File: src/rtl/mbox_req_arb_if.sv
// Request/response bundle between the three EBOX-side requesters, the MBOX and the arbiter.
// Addresses are PDP-10 bits [13:35], carried here as [22:0] with bit 22 = PDP bit 13.
interface mbox_req_arb_if;
    logic        piReq;
    logic        piWrite;
    logic [22:0] piAdr;
    logic        piAck;
    logic        piErr;

    logic        eboxReq;
    logic        eboxWrite;
    logic [22:0] eboxAdr;
    logic        eboxAck;
    logic        eboxErr;

    logic        cclReq;
    logic        cclWrite;
    logic [22:0] cclAdr;
    logic        cclAck;
    logic        cclErr;

    logic        MBOX_REQ;
    logic        MBOX_WRITE;
    logic [22:0] MBOX_ADR;
    logic [1:0]  MBOX_SRC;
    logic        mboxRespIn;
    logic        mboxRetry;

    logic        clrErr;
    logic        busy;
    logic        errFlag;

    modport master (
        output piReq, piWrite, piAdr,
        output eboxReq, eboxWrite, eboxAdr,
        output cclReq, cclWrite, cclAdr,
        output mboxRespIn, mboxRetry, clrErr,
        input  piAck, piErr, eboxAck, eboxErr, cclAck, cclErr,
        input  MBOX_REQ, MBOX_WRITE, MBOX_ADR, MBOX_SRC,
        input  busy, errFlag
    );

    modport slave (
        input  piReq, piWrite, piAdr,
        input  eboxReq, eboxWrite, eboxAdr,
        input  cclReq, cclWrite, cclAdr,
        input  mboxRespIn, mboxRetry, clrErr,
        output piAck, piErr, eboxAck, eboxErr, cclAck, cclErr,
        output MBOX_REQ, MBOX_WRITE, MBOX_ADR, MBOX_SRC,
        output busy, errFlag
    );
endinterface

File: src/rtl/mbox_req_arb.sv
// MBOX reference arbiter: PI fixed priority, EBOX/CCL round-robin; one reference in
// flight, reissued on cache retry, turned into an error on retry overrun or timeout.
//
//  state   | meaning
//  --------+------------------------------------------------------------
//  S_IDLE  | no owner; sample requests, grant one
//  S_ISSUE | MBOX_REQ strobe for the owner's latched reference
//  S_WAIT  | waiting for response / retry, waitCnt running
//  S_DONE  | owner's Ack pulse
//  S_ERR   | owner's Err pulse, errFlag set
module mbox_req_arb #(
    parameter int TIMEOUT   = 64,
    parameter int MAX_RETRY = 3
) (
    input  logic            clk,
    input  logic            CROBAR,
    mbox_req_arb_if.slave   arb_if
);
    localparam int WW = (TIMEOUT > 2) ? $clog2(TIMEOUT) : 1;
    localparam int RW = (MAX_RETRY > 0) ? $clog2(MAX_RETRY + 1) : 1;
    localparam logic [WW-1:0] WAIT_LAST  = WW'(TIMEOUT - 1);
    localparam logic [RW-1:0] RETRY_LAST = RW'(MAX_RETRY);

    localparam logic [1:0] SRC_NONE = 2'd0;
    localparam logic [1:0] SRC_PI   = 2'd1;
    localparam logic [1:0] SRC_EBOX = 2'd2;
    localparam logic [1:0] SRC_CCL  = 2'd3;

    typedef enum logic [2:0] {
        S_IDLE,
        S_ISSUE,
        S_WAIT,
        S_DONE,
        S_ERR
    } state_t;

    state_t        state_q, state_d;
    logic [1:0]    src_q, src_d;
    logic          write_q, write_d;
    logic [22:0]   adr_q, adr_d;
    logic [RW-1:0] retry_q, retry_d;
    logic [WW-1:0] wait_q, wait_d;
    logic          rr_ccl_q, rr_ccl_d;
    logic          err_flag_q, err_flag_d;

    always_ff @(posedge clk or posedge CROBAR) begin
        if (CROBAR) begin
            state_q    <= S_IDLE;
            src_q      <= SRC_NONE;
            write_q    <= 1'b0;
            adr_q      <= '0;
            retry_q    <= '0;
            wait_q     <= '0;
            rr_ccl_q   <= 1'b0;
            err_flag_q <= 1'b0;
        end else begin
            state_q    <= state_d;
            src_q      <= src_d;
            write_q    <= write_d;
            adr_q      <= adr_d;
            retry_q    <= retry_d;
            wait_q     <= wait_d;
            rr_ccl_q   <= rr_ccl_d;
            err_flag_q <= err_flag_d;
        end
    end

    always_comb begin
        state_d  = state_q;
        src_d    = src_q;
        write_d  = write_q;
        adr_d    = adr_q;
        retry_d  = retry_q;
        wait_d   = wait_q;
        rr_ccl_d = rr_ccl_q;

        case (state_q)
            S_IDLE: begin
                if (arb_if.piReq) begin
                    src_d   = SRC_PI;
                    write_d = arb_if.piWrite;
                    adr_d   = arb_if.piAdr;
                    retry_d = '0;
                    state_d = S_ISSUE;
                end else if (arb_if.eboxReq && (!arb_if.cclReq || !rr_ccl_q)) begin
                    // a lone requester is granted even when it is not its turn
                    src_d    = SRC_EBOX;
                    write_d  = arb_if.eboxWrite;
                    adr_d    = arb_if.eboxAdr;
                    retry_d  = '0;
                    rr_ccl_d = 1'b1;
                    state_d  = S_ISSUE;
                end else if (arb_if.cclReq) begin
                    src_d    = SRC_CCL;
                    write_d  = arb_if.cclWrite;
                    adr_d    = arb_if.cclAdr;
                    retry_d  = '0;
                    rr_ccl_d = 1'b0;
                    state_d  = S_ISSUE;
                end
            end
            S_ISSUE: begin
                wait_d  = '0;
                state_d = S_WAIT;
            end
            S_WAIT: begin
                wait_d = wait_q + 1'b1;
                if (arb_if.mboxRespIn) begin
                    state_d = S_DONE;
                end else if (arb_if.mboxRetry) begin
                    if (retry_q < RETRY_LAST) begin
                        retry_d = retry_q + 1'b1;
                        state_d = S_ISSUE;
                    end else begin
                        state_d = S_ERR;
                    end
                end else if (wait_q == WAIT_LAST) begin
                    state_d = S_ERR;
                end
            end
            S_DONE, S_ERR: begin
                src_d   = SRC_NONE;
                state_d = S_IDLE;
            end
            default: begin
                src_d   = SRC_NONE;
                state_d = S_IDLE;
            end
        endcase
    end

    // entering ERR outranks a simultaneous clear
    always_comb begin
        err_flag_d = err_flag_q;
        if (state_d == S_ERR) begin
            err_flag_d = 1'b1;
        end else if (arb_if.clrErr) begin
            err_flag_d = 1'b0;
        end
    end

    assign arb_if.MBOX_REQ   = (state_q == S_ISSUE);
    assign arb_if.MBOX_WRITE = write_q;
    assign arb_if.MBOX_ADR   = adr_q;
    assign arb_if.MBOX_SRC   = src_q;

    assign arb_if.piAck   = (state_q == S_DONE) && (src_q == SRC_PI);
    assign arb_if.eboxAck = (state_q == S_DONE) && (src_q == SRC_EBOX);
    assign arb_if.cclAck  = (state_q == S_DONE) && (src_q == SRC_CCL);
    assign arb_if.piErr   = (state_q == S_ERR)  && (src_q == SRC_PI);
    assign arb_if.eboxErr = (state_q == S_ERR)  && (src_q == SRC_EBOX);
    assign arb_if.cclErr  = (state_q == S_ERR)  && (src_q == SRC_CCL);

    assign arb_if.busy    = (state_q != S_IDLE);
    assign arb_if.errFlag = err_flag_q;
endmodule

File: src/flat_wrapper.sv
// flat-port wrapper written by rule: the top's interface ports become plain ports
module mbox_req_arb_flat 
#(
    parameter int TIMEOUT   = 64,
    parameter int MAX_RETRY = 3
)
  (clk, CROBAR, arb_if_piReq, arb_if_piWrite, arb_if_piAdr, arb_if_eboxReq, arb_if_eboxWrite, arb_if_eboxAdr, arb_if_cclReq, arb_if_cclWrite, arb_if_cclAdr, arb_if_mboxRespIn, arb_if_mboxRetry, arb_if_clrErr, arb_if_piAck, arb_if_piErr, arb_if_eboxAck, arb_if_eboxErr, arb_if_cclAck, arb_if_cclErr, arb_if_MBOX_REQ, arb_if_MBOX_WRITE, arb_if_MBOX_ADR, arb_if_MBOX_SRC, arb_if_busy, arb_if_errFlag);
  mbox_req_arb_if arb_if_i ();
  input  logic clk;
  input  logic CROBAR;
  input wire logic [$bits(arb_if_i.piReq)-1:0] arb_if_piReq;
  input wire logic [$bits(arb_if_i.piWrite)-1:0] arb_if_piWrite;
  input wire logic [$bits(arb_if_i.piAdr)-1:0] arb_if_piAdr;
  input wire logic [$bits(arb_if_i.eboxReq)-1:0] arb_if_eboxReq;
  input wire logic [$bits(arb_if_i.eboxWrite)-1:0] arb_if_eboxWrite;
  input wire logic [$bits(arb_if_i.eboxAdr)-1:0] arb_if_eboxAdr;
  input wire logic [$bits(arb_if_i.cclReq)-1:0] arb_if_cclReq;
  input wire logic [$bits(arb_if_i.cclWrite)-1:0] arb_if_cclWrite;
  input wire logic [$bits(arb_if_i.cclAdr)-1:0] arb_if_cclAdr;
  input wire logic [$bits(arb_if_i.mboxRespIn)-1:0] arb_if_mboxRespIn;
  input wire logic [$bits(arb_if_i.mboxRetry)-1:0] arb_if_mboxRetry;
  input wire logic [$bits(arb_if_i.clrErr)-1:0] arb_if_clrErr;
  output wire logic [$bits(arb_if_i.piAck)-1:0] arb_if_piAck;
  output wire logic [$bits(arb_if_i.piErr)-1:0] arb_if_piErr;
  output wire logic [$bits(arb_if_i.eboxAck)-1:0] arb_if_eboxAck;
  output wire logic [$bits(arb_if_i.eboxErr)-1:0] arb_if_eboxErr;
  output wire logic [$bits(arb_if_i.cclAck)-1:0] arb_if_cclAck;
  output wire logic [$bits(arb_if_i.cclErr)-1:0] arb_if_cclErr;
  output wire logic [$bits(arb_if_i.MBOX_REQ)-1:0] arb_if_MBOX_REQ;
  output wire logic [$bits(arb_if_i.MBOX_WRITE)-1:0] arb_if_MBOX_WRITE;
  output wire logic [$bits(arb_if_i.MBOX_ADR)-1:0] arb_if_MBOX_ADR;
  output wire logic [$bits(arb_if_i.MBOX_SRC)-1:0] arb_if_MBOX_SRC;
  output wire logic [$bits(arb_if_i.busy)-1:0] arb_if_busy;
  output wire logic [$bits(arb_if_i.errFlag)-1:0] arb_if_errFlag;
  assign arb_if_i.piReq = arb_if_piReq;
  assign arb_if_i.piWrite = arb_if_piWrite;
  assign arb_if_i.piAdr = arb_if_piAdr;
  assign arb_if_i.eboxReq = arb_if_eboxReq;
  assign arb_if_i.eboxWrite = arb_if_eboxWrite;
  assign arb_if_i.eboxAdr = arb_if_eboxAdr;
  assign arb_if_i.cclReq = arb_if_cclReq;
  assign arb_if_i.cclWrite = arb_if_cclWrite;
  assign arb_if_i.cclAdr = arb_if_cclAdr;
  assign arb_if_i.mboxRespIn = arb_if_mboxRespIn;
  assign arb_if_i.mboxRetry = arb_if_mboxRetry;
  assign arb_if_i.clrErr = arb_if_clrErr;
  assign arb_if_piAck = arb_if_i.piAck;
  assign arb_if_piErr = arb_if_i.piErr;
  assign arb_if_eboxAck = arb_if_i.eboxAck;
  assign arb_if_eboxErr = arb_if_i.eboxErr;
  assign arb_if_cclAck = arb_if_i.cclAck;
  assign arb_if_cclErr = arb_if_i.cclErr;
  assign arb_if_MBOX_REQ = arb_if_i.MBOX_REQ;
  assign arb_if_MBOX_WRITE = arb_if_i.MBOX_WRITE;
  assign arb_if_MBOX_ADR = arb_if_i.MBOX_ADR;
  assign arb_if_MBOX_SRC = arb_if_i.MBOX_SRC;
  assign arb_if_busy = arb_if_i.busy;
  assign arb_if_errFlag = arb_if_i.errFlag;
  mbox_req_arb #(.TIMEOUT(TIMEOUT), .MAX_RETRY(MAX_RETRY)) u_core (.clk(clk), .CROBAR(CROBAR), .arb_if(arb_if_i));
endmodule
File: config.mk
export PLATFORM = sky130hd
export DESIGN_NAME = mbox_req_arb_flat
export DESIGN_NICKNAME = d
export VERILOG_FILES = /design/src/rtl/mbox_req_arb_if.sv /design/src/rtl/mbox_req_arb.sv /design/src/flat_wrapper.sv
export SDC_FILE = /design/constraint.sdc
export NUM_CORES = 1
export LEC_CHECK = 0
export ABC_AREA = 1
export CAP_MARGIN = 20
export CORE_MARGIN = 10
export CORE_UTILIZATION = 44
export CTS_CLUSTER_DIAMETER = 200
export DETAILED_ROUTE_END_ITERATION = 12
export PLACE_DENSITY = 0.86
export SYNTH_ARGS = -nofsm -noshare
export SYNTH_HDL_FRONTEND = slang
export SYNTH_SLANG_ARGS = --single-unit
File: constraint.sdc
create_clock -name clk -period 3.7 [get_ports clk]
set_clock_uncertainty 0.05 [all_clocks]
set_input_delay 0.74 -clock clk [delete_from_list [all_inputs] [get_ports clk]]
set_output_delay 0.74 -clock clk [all_outputs]
set_load 0.02 [all_outputs]
# Word level (Yosys, flattened, before mapping)
# Index checks and enable logic that the tools add are counted.
[totals]
inputBits = 80
output_inout_bits = 35
regBits = 39
[op_classes]
n_lt_le_gt_ge = 1
n_reduce_logical = 22
mux = 30
bitwise_logic = 2
n_eq_ne = 13
addsub = 2
[ops]
columns = ["op", "count"]
rows = [
  ["$mux 23", 3],
  ["$mux 3", 7],
  ["$mux 2", 9],
  ["$pmux 6 s2", 1],
  ["$pmux 3 s3", 1],
  ["$pmux 2 s2", 2],
  ["$reduce_bool 2->1", 4],
  ["$logic_and 1x1->1", 7],
  ["$mux 1", 7],
  ["$add 6x1->6 const B", 1],
  ["$eq 3x2->1 const B", 2],
  ["$eq 3x3->1 const B", 2],
  ["$eq 6x6->1 const B", 1],
  ["$reduce_bool 3->1", 2],
  ["$reduce_and 5->1", 1],
  ["$eq 2x2->1 const B", 2],
  ["$ne 2x2->1 const B", 2],
  ["$ne 4x3->1 const B", 1],
  ["$reduce_and 2->1", 2],
  ["$eq 3x1->1 const B", 1],
  ["$logic_not 3->1", 1],
  ["$reduce_and 3->1", 1],
  ["$add 2x1->2 const B", 1],
  ["$eq 2x1->1 const B", 1],
  ["other kinds (6)", 8],
]

# Depth between registers and ports, before layout
[logic_depth]
ltp_word = 8
mapped_depth = 8
depth_no_buf = 7

# Least setup slack after synthesis
# OpenSTA, ideal clock, no wires.
[synth_timing]
path_kind = "register to output"
startpoint = "register u_core.src_q[0] (netlist: u_core.arb_if.MBOX_SRC[0])"
endpoint = "output port arb_if_cclAck"
setup_slack_ns = 1.789
required_time_ns = 2.910
arrival_time_ns = 1.121
stages_incl_launch_ff = 3
cell_sequence = "dfrtp_1 -> inv_1 -> nor3_1"
[synth_via]
elab_chain_len = 2
[synth_lines]
columns = ["element", "line", "text"]
rows = [
  ["from (decl)", "mbox_req_arb.sv:38", "logic [1:0] src_q, src_d;"],
  ["from (signal assigned)", "mbox_req_arb.sv:58", "src_q <= src_d;"],
  ["$eq 2x2->1", "mbox_req_arb.sv:149", "assign arb_if.cclAck = (state_q == S_DONE) && (src_q == SRC_CCL);"],
  ["$logic_and 1x1->1", "mbox_req_arb.sv:149", ""],
  ["to (decl)", "flat_wrapper.sv:27", "output wire logic [$bits(arb_if_i.cclAck)-1:0] arb_if_cclAck;"],
]
# Every way passes these cells.

# Final worst setup path
[layout_timing]
startpoint = "register u_core.state_q[2]"
endpoint = "output port arb_if_eboxAck"
[layout_via]
elab_chain_len = 2
[layout_lines]
columns = ["element", "line", "text"]
rows = [
  ["from (decl)", "mbox_req_arb.sv:37", "state_t state_q, state_d;"],
  ["from (signal assigned)", "mbox_req_arb.sv:57", "state_q <= state_d;"],
  ["$eq 3x2->1", "mbox_req_arb.sv:148", "assign arb_if.eboxAck = (state_q == S_DONE) && (src_q == SRC_EBOX);"],
  ["$logic_and 1x1->1", "mbox_req_arb.sv:148", ""],
  ["to (decl)", "flat_wrapper.sv:25", "output wire logic [$bits(arb_if_i.eboxAck)-1:0] arb_if_eboxAck;"],
]
# Every way passes these cells.

==> results.yml <==
detailed_routing:
  antenna_left: 0
  route.detailed.drc: 0
  first_pass_iters: 4
  total_via_count_in_the_routed_design: 2575
  finalWirelength_mm: 7.426
  viasPerCell: 4.822
  wl_per_cell_um: 13.91
  first_drt_iteration_drcs: 85
worst_setup_path:
  setup.worst_path.end_class: "output port"
  critPathRequiredTime_ns: 2.91
  data_arrival_time_of_the_critical_path_ns: 1.75
  critPathLaunchType: "flop"
  crit_type: "reg -> out"
  critical_path.max_fanout: 3
timing:
  unrepaired_setup_endpoints_after_global_routing: "false"
  timing.final.crit_period_ns: 2.540
  setup_total_negative_slack_ns: 0
  maxSlewViolCount: 0
  fin_hold_ws_ns: 0.4298
  fmax_ghz: 0.3937
  final.period_utilization: 0.6865
  relSlewSlack: 0.4181
  slew_worst_pin_ns: 0.8698
  timing.final.setup_violations: 0
  final-hold-violation-count: 0
place:
  place_congestion: 0.8421
  post-dp-hpwl_mm: 5.878
  placement.io_buffers: 114
global_routing:
  grt_antenna_before_repair: 0
  grt_pass1_vias: 2538
  globalRouteTotalUtil: 0.1724
  grt-ovfl-total: 0
  grt_start_max_net_pins: 50
  global_route_wire_length_before_repair_mm: 12.30
clock_network:
  post_cts_buffers: 0
  cts_hold_repair.buffers: 0
  cts.repair.resized: 0
  tritoncts: "yes"
  ctsLongestPathBuffers: 2
  tritoncts.num_buffers: 5
  cts.htree.levels: 2
  path_clk_slew_ns: 0.07
  clock_sinks: 39
  ctsRootBufferMaster: "clkbuf_8"
  insertion_delay_ns: 0.28
synthesis:
  post_synth_instance_area_mm2: 0.002337
  synth.ff_latch_count: 39
  post_synth_num_cell_types: 20
  synth_xor_xnor_area_share: 0.01124
  synth_enable_flop_cells: 0
  cell_type_contributing_the_most_total_cell_area_after_synthesis: "dfrtp_1"
  combinational_family_with_the_most_area_after_synthesis: "simple AND/OR/NAND/NOR gates"
  yosysTopAreaCellShare: 0.4176
  synth_nets: 436
  synth.yosys.warnings: 0
  post-synth-top-count-cell: "nand2_1"
  multiplexer_fraction_of_the_synthesized_cell_area: 0
  async_flop_share: 1.000
  synth_cells: 354
  yosys_most_used_dff: "dfrtp_1"
  syn-mean-instance-area_um2: 6.602
  synthTopCellsByArea: "dfrtp_1 42%, nand2_1 21%, nand3_1 13%"
  netlist_top_cells_count: "130 x nand2_1, 61 x nand3_1, 61 x nor2_1"
  synth_simple_gate_area_frac: 0.4679
  yosysSeqAreaShare: 0.4176
  area_share_of_fa_ha_maj_cells_after_synthesis: 0.01071
  synth-compound-area-share: 0.01981
final_layout:
  final.fill_count: 476
  layout.nets: 545
  drive_above_1_share: 0.03879
  antenna_cells: 0
  area_delta_synth_final_pct: 53.80
run:
  maxCapViolations: 0
worst_hold_path:
  worst_hold_path_type: "reg -> reg"
die:
  io-pin-count: 115
  die_h_um: 92.88
  core_region_area_mm2: 0.005140
  floorplan.initialDensity: 0.4547
  die_width_um: 92.88
  floorplan_row_count: 26
  fp.dieArea_mm2: 0.008627
pwr:
  power.static_leakage_uw: 0.001755
  peakVddDrop_mv: 0.3870
  power.density_mw_per_mm2: 636.5
outcome:
  outcome: "finished, final reports clean"
where the power goes:
part           internal [uW]  switching [uW]  leakage (uW)
Clock                    132             140     0.0000422
Sequential               611             122      0.000490
Combinational            544             739       0.00122
Total                   1290            1000       0.00176
layer usage:
| layer | vias up | track usage | routed length [um] |
|---|---|---|---|
| met5 | - | 0 | 0 |
| met4 | 0 | 0.04242 | 62 |
| met3 | 4 | 0.05246 | 476 |
| met2 | 75 | 0.3072 | 3976 |
| met1 | 1166 | 0.1952 | 2910 |
| li1 | 1330 | - | - |
per-stage QoR:
stage	power, uW	cells	worst slack [ns]	instance area [um^2]	util
floorplan	1502	354	1.789	2337	-
global placement	1997	526	1.068	3513	0.6835
detailed placement	2037	526	1.008	3513	0.6835
CTS	2316	534	1.142	3595	0.6994
global route	2502	534	0.9966	3595	0.6994
finish	2288	534	1.160	3595	0.6994
placed cells by master, fill, tap and decap left out:
cell type	Yosys	final
dfrtp_1	39	39
inv_2	1	1
ha_1	2	2
nand2_2	3	3
xor2_1	2	2
nor2_4	1	1
clkdlybuf4s50_1	0	114
o21ai_0	7	7
a21oi_1	1	1
clkinv_2	1	2
nand3_1	61	61
clkbuf_8	0	5
clkbuf_1	6	2
inv_1	19	19
o22ai_1	1	1
nand2_1	130	130
nor3_1	6	6
buf_4	0	5
nor2_1	61	61
xnor2_1	1	1
nand2_4	1	1
worst paths after layout:
| check | start | depth (start not counted) | slack [ns] | end |
|---|---|---|---|---|
| worst max-delay path | u_core.state_q[2] | 4 | 1.16 | arb_if_eboxAck |
| worst min-delay path | u_core.arb_if.errFlag | 2 | 0.43 | u_core.arb_if.errFlag |
| worst max register to register | u_core.state_q[0] | 7 | 1.89 | u_core.arb_if.MBOX_ADR[9] |
| worst min register to register | u_core.arb_if.errFlag | 2 | 0.43 | u_core.arb_if.errFlag |
| max in group asynchronous | CROBAR | 3 | 2.43 | u_core.arb_if.MBOX_WRITE |
| min in group asynchronous | CROBAR | 3 | 0.81 | u_core.arb_if.MBOX_ADR[9] |
state kept, by name, summed over array words and instances (netlist names):
name                      cells
u_core.arb_if.MBOX_ADR       23
u_core.wait_q                 6
u_core.state_q                3
u_core.arb_if.MBOX_SRC        2
u_core.retry_q                2
u_core.arb_if.MBOX_WRITE      1
u_core.arb_if.errFlag         1
u_core.rr_ccl_q               1
critical path: stages, from the launching register on:
cell and delay (ns):
dfrtp_1 0.43, inv_1 0.11, nand3_1 0.12, nor3_1 0.17
clkdlybuf4s50_1 0.64
cells by family after synthesis:
logic type / count (synthesis)
buf+inv: 38
flops: 39
xor+xnor: 3
simple gates: 263
fa+ha+maj: 2
compound gates: 9
final cells by class:
type                            count  area [um^2]  area share
Timing Repair Buffer              119         1179      0.3279
Clock inverter                      1        5.005    0.001392
Tap cell                           70        87.58     0.02436
Multi-Input combinational cell    277         1191      0.3314
Inverter                           21        80.08     0.02228
Clock buffer                        7        76.32     0.02123
Sequential cell                    39        975.9      0.2715
Power figures use the tool's default switching activity.
